==> config.mk <==
export PLATFORM = sky130hd
export DESIGN_NAME = multi_channel_accumulator_flat
export DESIGN_NICKNAME = d
export VERILOG_FILES = /design/src/rtl/multi_channel_accumulator_if.sv /design/src/rtl/multi_channel_accumulator.sv /design/src/flat_wrapper.sv
export SDC_FILE = /design/constraint.sdc
export NUM_CORES = 1
export LEC_CHECK = 0
export ABC_AREA = 1
export CAP_MARGIN = 10
export CORE_ASPECT_RATIO = 0.75
export CORE_MARGIN = 2
export CORE_UTILIZATION = 49
export DETAILED_ROUTE_END_ITERATION = 16
export PLACE_DENSITY = 0.8
export REMOVE_ABC_BUFFERS = 1
export SLEW_MARGIN = 15
export SYNTH_ARGS = -nofsm -noshare
export SYNTH_HDL_FRONTEND = slang
export SYNTH_SLANG_ARGS = --single-unit
==> constraint.sdc <==
create_clock -name clock -period 1.8 [get_ports clock]
set_input_delay 0.36 -clock clock [delete_from_list [all_inputs] [get_ports clock]]
set_output_delay 0.36 -clock clock [all_outputs]
set_load 0.1 [all_outputs]
==> src/rtl/multi_channel_accumulator_if.sv <==
// Purpose : bundle of control, status and snapshot signals between a harness
//           and the multi-channel accumulator.
// Ports   : master = harness (drives en/inc/clear/load/snap_req/snap_ready),
//           slave  = accumulator (drives count/overflow/tick/snap_*).
`timescale 1ns/1ps
interface multi_channel_accumulator_if #(
  parameter int CHANNELS   = 4,
  parameter int WIDTH      = 8,
  parameter int INC_WIDTH  = 8,
  parameter int TICK_WIDTH = 8
);
  localparam int SEL_W = (CHANNELS > 1) ? $clog2(CHANNELS) : 1;

  // Per-channel controls; channel i occupies slice [i*INC_WIDTH +: INC_WIDTH].
  logic [CHANNELS-1:0]           en;
  logic [CHANNELS*INC_WIDTH-1:0] inc;
  logic                          clear;
  logic                          load;
  logic [SEL_W-1:0]              load_sel;
  logic [WIDTH-1:0]              load_val;

  // Live status; channel i at [i*WIDTH +: WIDTH].
  logic [CHANNELS*WIDTH-1:0]     count;
  logic [CHANNELS-1:0]           overflow;
  logic [TICK_WIDTH-1:0]         tick;

  // Snapshot handshake.
  logic                          snap_req;
  logic                          snap_valid;
  logic                          snap_ready;
  logic [CHANNELS*WIDTH-1:0]     snap_data;
  logic [TICK_WIDTH-1:0]         snap_tick;

  modport master (
    output en, inc, clear, load, load_sel, load_val, snap_req, snap_ready,
    input  count, overflow, tick, snap_valid, snap_data, snap_tick
  );

  modport slave (
    input  en, inc, clear, load, load_sel, load_val, snap_req, snap_ready,
    output count, overflow, tick, snap_valid, snap_data, snap_tick
  );
endinterface

==> src/rtl/multi_channel_accumulator.sv <==
// Purpose : CHANNELS independent accumulators with wrap/saturate arithmetic,
//           sticky overflow, per-channel load, global clear, free-running tick
//           and a one-deep snapshot register with valid/ready handshake.
// Latency : every update is visible on the outputs one edge after it is applied;
//           all outputs are registered.
// Backpr. : a snapshot waits for snap_ready; requests arriving while one is
//           held un-accepted are dropped, never queued.
// Ports   : clock (rising edge), reset (async active-low), acc_if (slave modport).
`timescale 1ns/1ps
module multi_channel_accumulator #(
  parameter int CHANNELS   = 4,
  parameter int WIDTH      = 8,
  parameter int INC_WIDTH  = 8,
  parameter int SATURATE   = 0,
  parameter int TICK_WIDTH = 8
) (
  input  logic                        clock,
  input  logic                        reset,
  multi_channel_accumulator_if.slave  acc_if
);
  localparam int SEL_W = (CHANNELS > 1) ? $clog2(CHANNELS) : 1;

  typedef logic [WIDTH-1:0] cnt_t;

  // Accumulator state.
  cnt_t [CHANNELS-1:0]        count_q, count_d;
  logic [CHANNELS-1:0]        ovf_q, ovf_d;
  logic [TICK_WIDTH-1:0]      tick_q;

  // Snapshot state.
  logic                       snap_vld_q, snap_vld_d;
  cnt_t [CHANNELS-1:0]        snap_dat_q, snap_dat_d;
  logic [TICK_WIDTH-1:0]      snap_tick_q, snap_tick_d;
  logic                       snap_accept;

  // Per-channel sum one bit wider than the accumulator; the top bit is the carry.
  logic [CHANNELS-1:0][WIDTH:0] sum;
  logic [CHANNELS-1:0]          load_hit;

  for (genvar g = 0; g < CHANNELS; g++) begin : g_chan
    assign sum[g] = {1'b0, count_q[g]}
                  + (WIDTH+1)'(acc_if.inc[g*INC_WIDTH +: INC_WIDTH]);
    // load_sel values >= CHANNELS never match any channel, so they are no-ops.
    assign load_hit[g] = acc_if.load && (acc_if.load_sel == SEL_W'(g));
  end

  // Channel next-state: clear > load > increment > hold.
  always_comb begin
    count_d = count_q;
    ovf_d   = ovf_q;
    for (int i = 0; i < CHANNELS; i++) begin
      if (acc_if.clear) begin
        count_d[i] = '0;
        ovf_d[i]   = 1'b0;
      end else if (load_hit[i]) begin
        // A load also discards any same-cycle increment and restarts overflow.
        count_d[i] = acc_if.load_val;
        ovf_d[i]   = 1'b0;
      end else if (acc_if.en[i]) begin
        if (sum[i][WIDTH]) begin
          // A saturated channel re-carries on any nonzero increment, so it
          // stays pinned at all-ones without extra state.
          count_d[i] = (SATURATE != 0) ? '1 : sum[i][WIDTH-1:0];
          ovf_d[i]   = 1'b1;
        end else begin
          count_d[i] = sum[i][WIDTH-1:0];
        end
      end
    end
  end

  // Snapshot: a slot is free when empty or being drained this cycle. The
  // captured values are the pre-update count/tick of the accepting edge.
  always_comb begin
    snap_accept = acc_if.snap_req && (!snap_vld_q || acc_if.snap_ready);
    snap_vld_d  = snap_vld_q;
    snap_dat_d  = snap_dat_q;
    snap_tick_d = snap_tick_q;
    if (snap_accept) begin
      snap_vld_d  = 1'b1;
      snap_dat_d  = count_q;
      snap_tick_d = tick_q;
    end else if (acc_if.snap_ready) begin
      snap_vld_d  = 1'b0;
    end
  end

  always_ff @(posedge clock or negedge reset) begin
    if (!reset) begin
      count_q     <= '0;
      ovf_q       <= '0;
      tick_q      <= '0;
      snap_vld_q  <= 1'b0;
      snap_dat_q  <= '0;
      snap_tick_q <= '0;
    end else begin
      count_q     <= count_d;
      ovf_q       <= ovf_d;
      tick_q      <= tick_q + TICK_WIDTH'(1);
      snap_vld_q  <= snap_vld_d;
      snap_dat_q  <= snap_dat_d;
      snap_tick_q <= snap_tick_d;
    end
  end

  assign acc_if.count      = count_q;
  assign acc_if.overflow   = ovf_q;
  assign acc_if.tick       = tick_q;
  assign acc_if.snap_valid = snap_vld_q;
  assign acc_if.snap_data  = snap_dat_q;
  assign acc_if.snap_tick  = snap_tick_q;

endmodule

==> src/flat_wrapper.sv <==
// flat-port wrapper written by rule: the top's interface ports become plain ports
module multi_channel_accumulator_flat 
#(
  parameter int CHANNELS   = 4,
  parameter int WIDTH      = 8,
  parameter int INC_WIDTH  = 8,
  parameter int SATURATE   = 0,
  parameter int TICK_WIDTH = 8
)
  (clock, reset, acc_if_en, acc_if_inc, acc_if_clear, acc_if_load, acc_if_load_sel, acc_if_load_val, acc_if_snap_req, acc_if_snap_ready, acc_if_count, acc_if_overflow, acc_if_tick, acc_if_snap_valid, acc_if_snap_data, acc_if_snap_tick);
  multi_channel_accumulator_if #(.CHANNELS(CHANNELS), .WIDTH(WIDTH), .INC_WIDTH(INC_WIDTH), .TICK_WIDTH(TICK_WIDTH)) acc_if_i ();
  input  logic clock;
  input  logic reset;
  input wire logic [$bits(acc_if_i.en)-1:0] acc_if_en;
  input wire logic [$bits(acc_if_i.inc)-1:0] acc_if_inc;
  input wire logic [$bits(acc_if_i.clear)-1:0] acc_if_clear;
  input wire logic [$bits(acc_if_i.load)-1:0] acc_if_load;
  input wire logic [$bits(acc_if_i.load_sel)-1:0] acc_if_load_sel;
  input wire logic [$bits(acc_if_i.load_val)-1:0] acc_if_load_val;
  input wire logic [$bits(acc_if_i.snap_req)-1:0] acc_if_snap_req;
  input wire logic [$bits(acc_if_i.snap_ready)-1:0] acc_if_snap_ready;
  output wire logic [$bits(acc_if_i.count)-1:0] acc_if_count;
  output wire logic [$bits(acc_if_i.overflow)-1:0] acc_if_overflow;
  output wire logic [$bits(acc_if_i.tick)-1:0] acc_if_tick;
  output wire logic [$bits(acc_if_i.snap_valid)-1:0] acc_if_snap_valid;
  output wire logic [$bits(acc_if_i.snap_data)-1:0] acc_if_snap_data;
  output wire logic [$bits(acc_if_i.snap_tick)-1:0] acc_if_snap_tick;
  assign acc_if_i.en = acc_if_en;
  assign acc_if_i.inc = acc_if_inc;
  assign acc_if_i.clear = acc_if_clear;
  assign acc_if_i.load = acc_if_load;
  assign acc_if_i.load_sel = acc_if_load_sel;
  assign acc_if_i.load_val = acc_if_load_val;
  assign acc_if_i.snap_req = acc_if_snap_req;
  assign acc_if_i.snap_ready = acc_if_snap_ready;
  assign acc_if_count = acc_if_i.count;
  assign acc_if_overflow = acc_if_i.overflow;
  assign acc_if_tick = acc_if_i.tick;
  assign acc_if_snap_valid = acc_if_i.snap_valid;
  assign acc_if_snap_data = acc_if_i.snap_data;
  assign acc_if_snap_tick = acc_if_i.snap_tick;
  multi_channel_accumulator #(.CHANNELS(CHANNELS), .WIDTH(WIDTH), .INC_WIDTH(INC_WIDTH), .SATURATE(SATURATE), .TICK_WIDTH(TICK_WIDTH)) u_core (.clock(clock), .reset(reset), .acc_if(acc_if_i));
endmodule
==> metrics <==
outcome finished, final reports clean; Relative slew margins 0.682; Final Cell Area 8120 um2; DP Area roughly 8000 um2; CP max stage cell clkdlybuf4s50_1; fin crit period 1760 ps; # rows 32; Chip Width between 100 and 150 um; CP required 2030 ps; top-area cell type share of the netlist area 0.421; RSZ-0062 raised after global routing yes; P_leak 4.11 nW; Final Wtd Congestion 0.908; Startpoint Class primary input; Worst Hold Margin approximately 29 ps; port buffer count 136; worst slack, placed -394 ps; Post-CTS Hold Fix Bufs 0; Fin. Hold Viols 0; Seq/Total Area, Yosys 0.421; #FFs+latches synth 85; yosys warns 0; clk sinks 85; Max Cap Viol 0; boundary pin count approximately 140; Core Util, Final 0.798; worst hold path type primary input to asynchronous set/reset pin; Setup Skew 7.07 ps; worst-skew pair later-pin latency 340 ps; Die Ht 92.0 um; filler instances 655; first drt pass iteration count 5; largest net degree at the start of global routing 86; via count 5030; placed wire-length estimate 11.6 mm; initial antenna violation count 1; top cells by area, synth dfrtp_1 42%, nand2_1 14%, ha_1 8.2%; Slew Limit Fails 0; Crit Path Class primary input to register; Tot GR Track Use 0.287; Root Driver clkbuf_16; Peak Freq 568 MHz; arrival time worst endpoint 1990 ps; GRT Residual Overflow 0; Synth area leader dfrtp_1; TNS Setup 0 ps; area occupied by multi-input gates about 2600 um2; WL final 15.3 mm; area grow syn2layout 60.5%; DIE AREA 11200 um2; mapped cell area between 5000 and 6000 um2; Longest Clk Path Bufs 2; distinct cell type count after synthesis 32; htree depth 3; Total Nets Final ~900; CTS tree built; Routed wire per std cell 16.1 um; initial drt markers 425; fraction of layout cells with a size suffix above 1 0.262; Synth Instances 624; FF+latch area 2130 um2; Clock transition at path regs 60 ps; final setup vio count 0; CP dominant cell by count nand2_1; worst IR drop on VDD 1.13 mV; first-pass GRT wire length 25.0 mm; total CTS buffers 9; # DRC 0; PD cells 1350 nW/um2; vias per inst 5.29; Tcrit/Tclk final 0.978; Max FO, Critical Path 3; vias in the first global route 5170; worst setup margin 39.6 ps; CP cell instances clkdlybuf4s50_1 -> ha_2 -> fa_2 -> nand2_2 -> nand2_2 -> nand2_1 -> xor2_1 -> nand2_1 -> nand2_1 -> nand2_1; Routed Antenna Nets 0; Core Region roughly 10000 um2; syn avg cell area 8.10 um2; Starting Density 0.497; Least-Margin Pin Slew 477 ps; Critical Path Max Stage Delay 410 ps; Setup crit end kind register
final timing paths:
kind / startpoint / end / slack (ps) / cells after the start
setup / recovery: acc_if_inc[0] / u_core.acc_if.count[4] / 40 / 10
hold reg to reg: u_core.acc_if.snap_tick[0] / u_core.acc_if.snap_tick[0] / 560 / 2
hold / removal: reset / u_core.acc_if.snap_tick[1] / 30 / 2
min in group clock: acc_if_inc[16] / u_core.acc_if.count[16] / 500 / 4
max in group asynchronous: reset / u_core.acc_if.count[13] / 1380 / 2
setup reg to reg: u_core.acc_if.count[0] / u_core.acc_if.count[4] / 60 / 9
sequential cells by signal, summed over array words and instances, names as in the netlist:
name and cells:
u_core.acc_if.snap_data 32, u_core.acc_if.snap_tick 8, u_core.acc_if.count 32, u_core.acc_if.snap_valid 1, u_core.acc_if.tick 8, u_core.acc_if.overflow 4
area by class of cell:
type	count	share of cell area
repair buffers	184	0.323
well taps	136	0.0210
clock buffers	11	0.0299
multi-input cells	453	0.325
clock inverters	4	0.00308
diodes	1	0.000308
inverters	76	0.0354
flip-flops and latches	85	0.262
critical path: cells and delay by family:
| family | cells | cell delay [ps] |
|---|---|---|
| adders and majority gates | 2 | 540 |
| xor gates and xnor gates | 1 | 210 |
| and+or+nand+nor | 6 | 480 |
| buffers and inverters | 1 | 410 |
through the flow:
step	total power, W	instances
global route	0.0115	950
CTS	0.0110	948
floorplan	0.00659	614
global placement	0.00905	932
detailed placement	0.00921	932
finish	0.0110	950
logic make-up after synthesis:
family,Yosys count,synth area share
AND/OR/NAND/NOR,311,0.269
XOR/XNOR,10,0.0173
adder cells (fa/ha/maj),37,0.0975
AO/OA/AOI/OAI,72,0.0782
flip-flops,85,0.421
buffers and inverters,86,0.0661
multiplexers,23,0.0512
timing repair:
action | CTS | global route
setup endpoints to repair | 6 | 11
gates resized for setup | 5 | 13
pin swaps | 2 | 3
cloned | 0 | 0
buffers inserted | 1 | 1
synth_stat cells (all sizes together):
| cell | count |
|---|---|
| nand2 | 191 |
| dfrtp | 85 |
| inv | 76 |
| nor2 | 62 |
| nand3 | 39 |
| ha | 33 |
| o21ai | 29 |
| mux2 | 23 |
| a21oi | 21 |
| o22ai | 10 |
| or2 | 8 |
| buf | 7 |
| xor2 | 7 |
| a31oi | 6 |
| fa | 4 |
| nand3b | 4 |
| nand4 | 4 |
| o211ai | 4 |
| clkbuf | 3 |
| xnor2 | 3 |
| nor3 | 2 |
| a21boi | 1 |
| and2 | 1 |
| o21a | 1 |
cell usage in the layout (no fill, tap or decap), types with 6 or more instances in the layout:
cell / count
a21oi_1: 21
a31oi_1: 6
buf_12: 89
buf_4: 45
clkbuf_16: 9
clkdlybuf4s50_1: 49
dfrtp_1: 85
ha_1: 29
inv_1: 72
mux2_2: 23
nand2_1: 179
nand2_2: 9
nand3_1: 33
nor2_1: 58
o21ai_0: 26
o22ai_1: 10
or2_2: 8
xor2_1: 7
per-layer routing:
metal,up-vias,routed length [um],global-route usage
met5,-,0,0
met4,0,445,0.111
met3,34,1050,0.0690
met2,178,7540,0.490
met1,2433,6290,0.351
li1,2385,-,-
where the power goes:
group	internal, W	switching [W]
sequential	0.00228	0.000465
clock	0.000961	0.000765
combinational	0.00241	0.00410
total	0.00565	0.00533
Note: power is estimated with default switching activity, not from simulation.
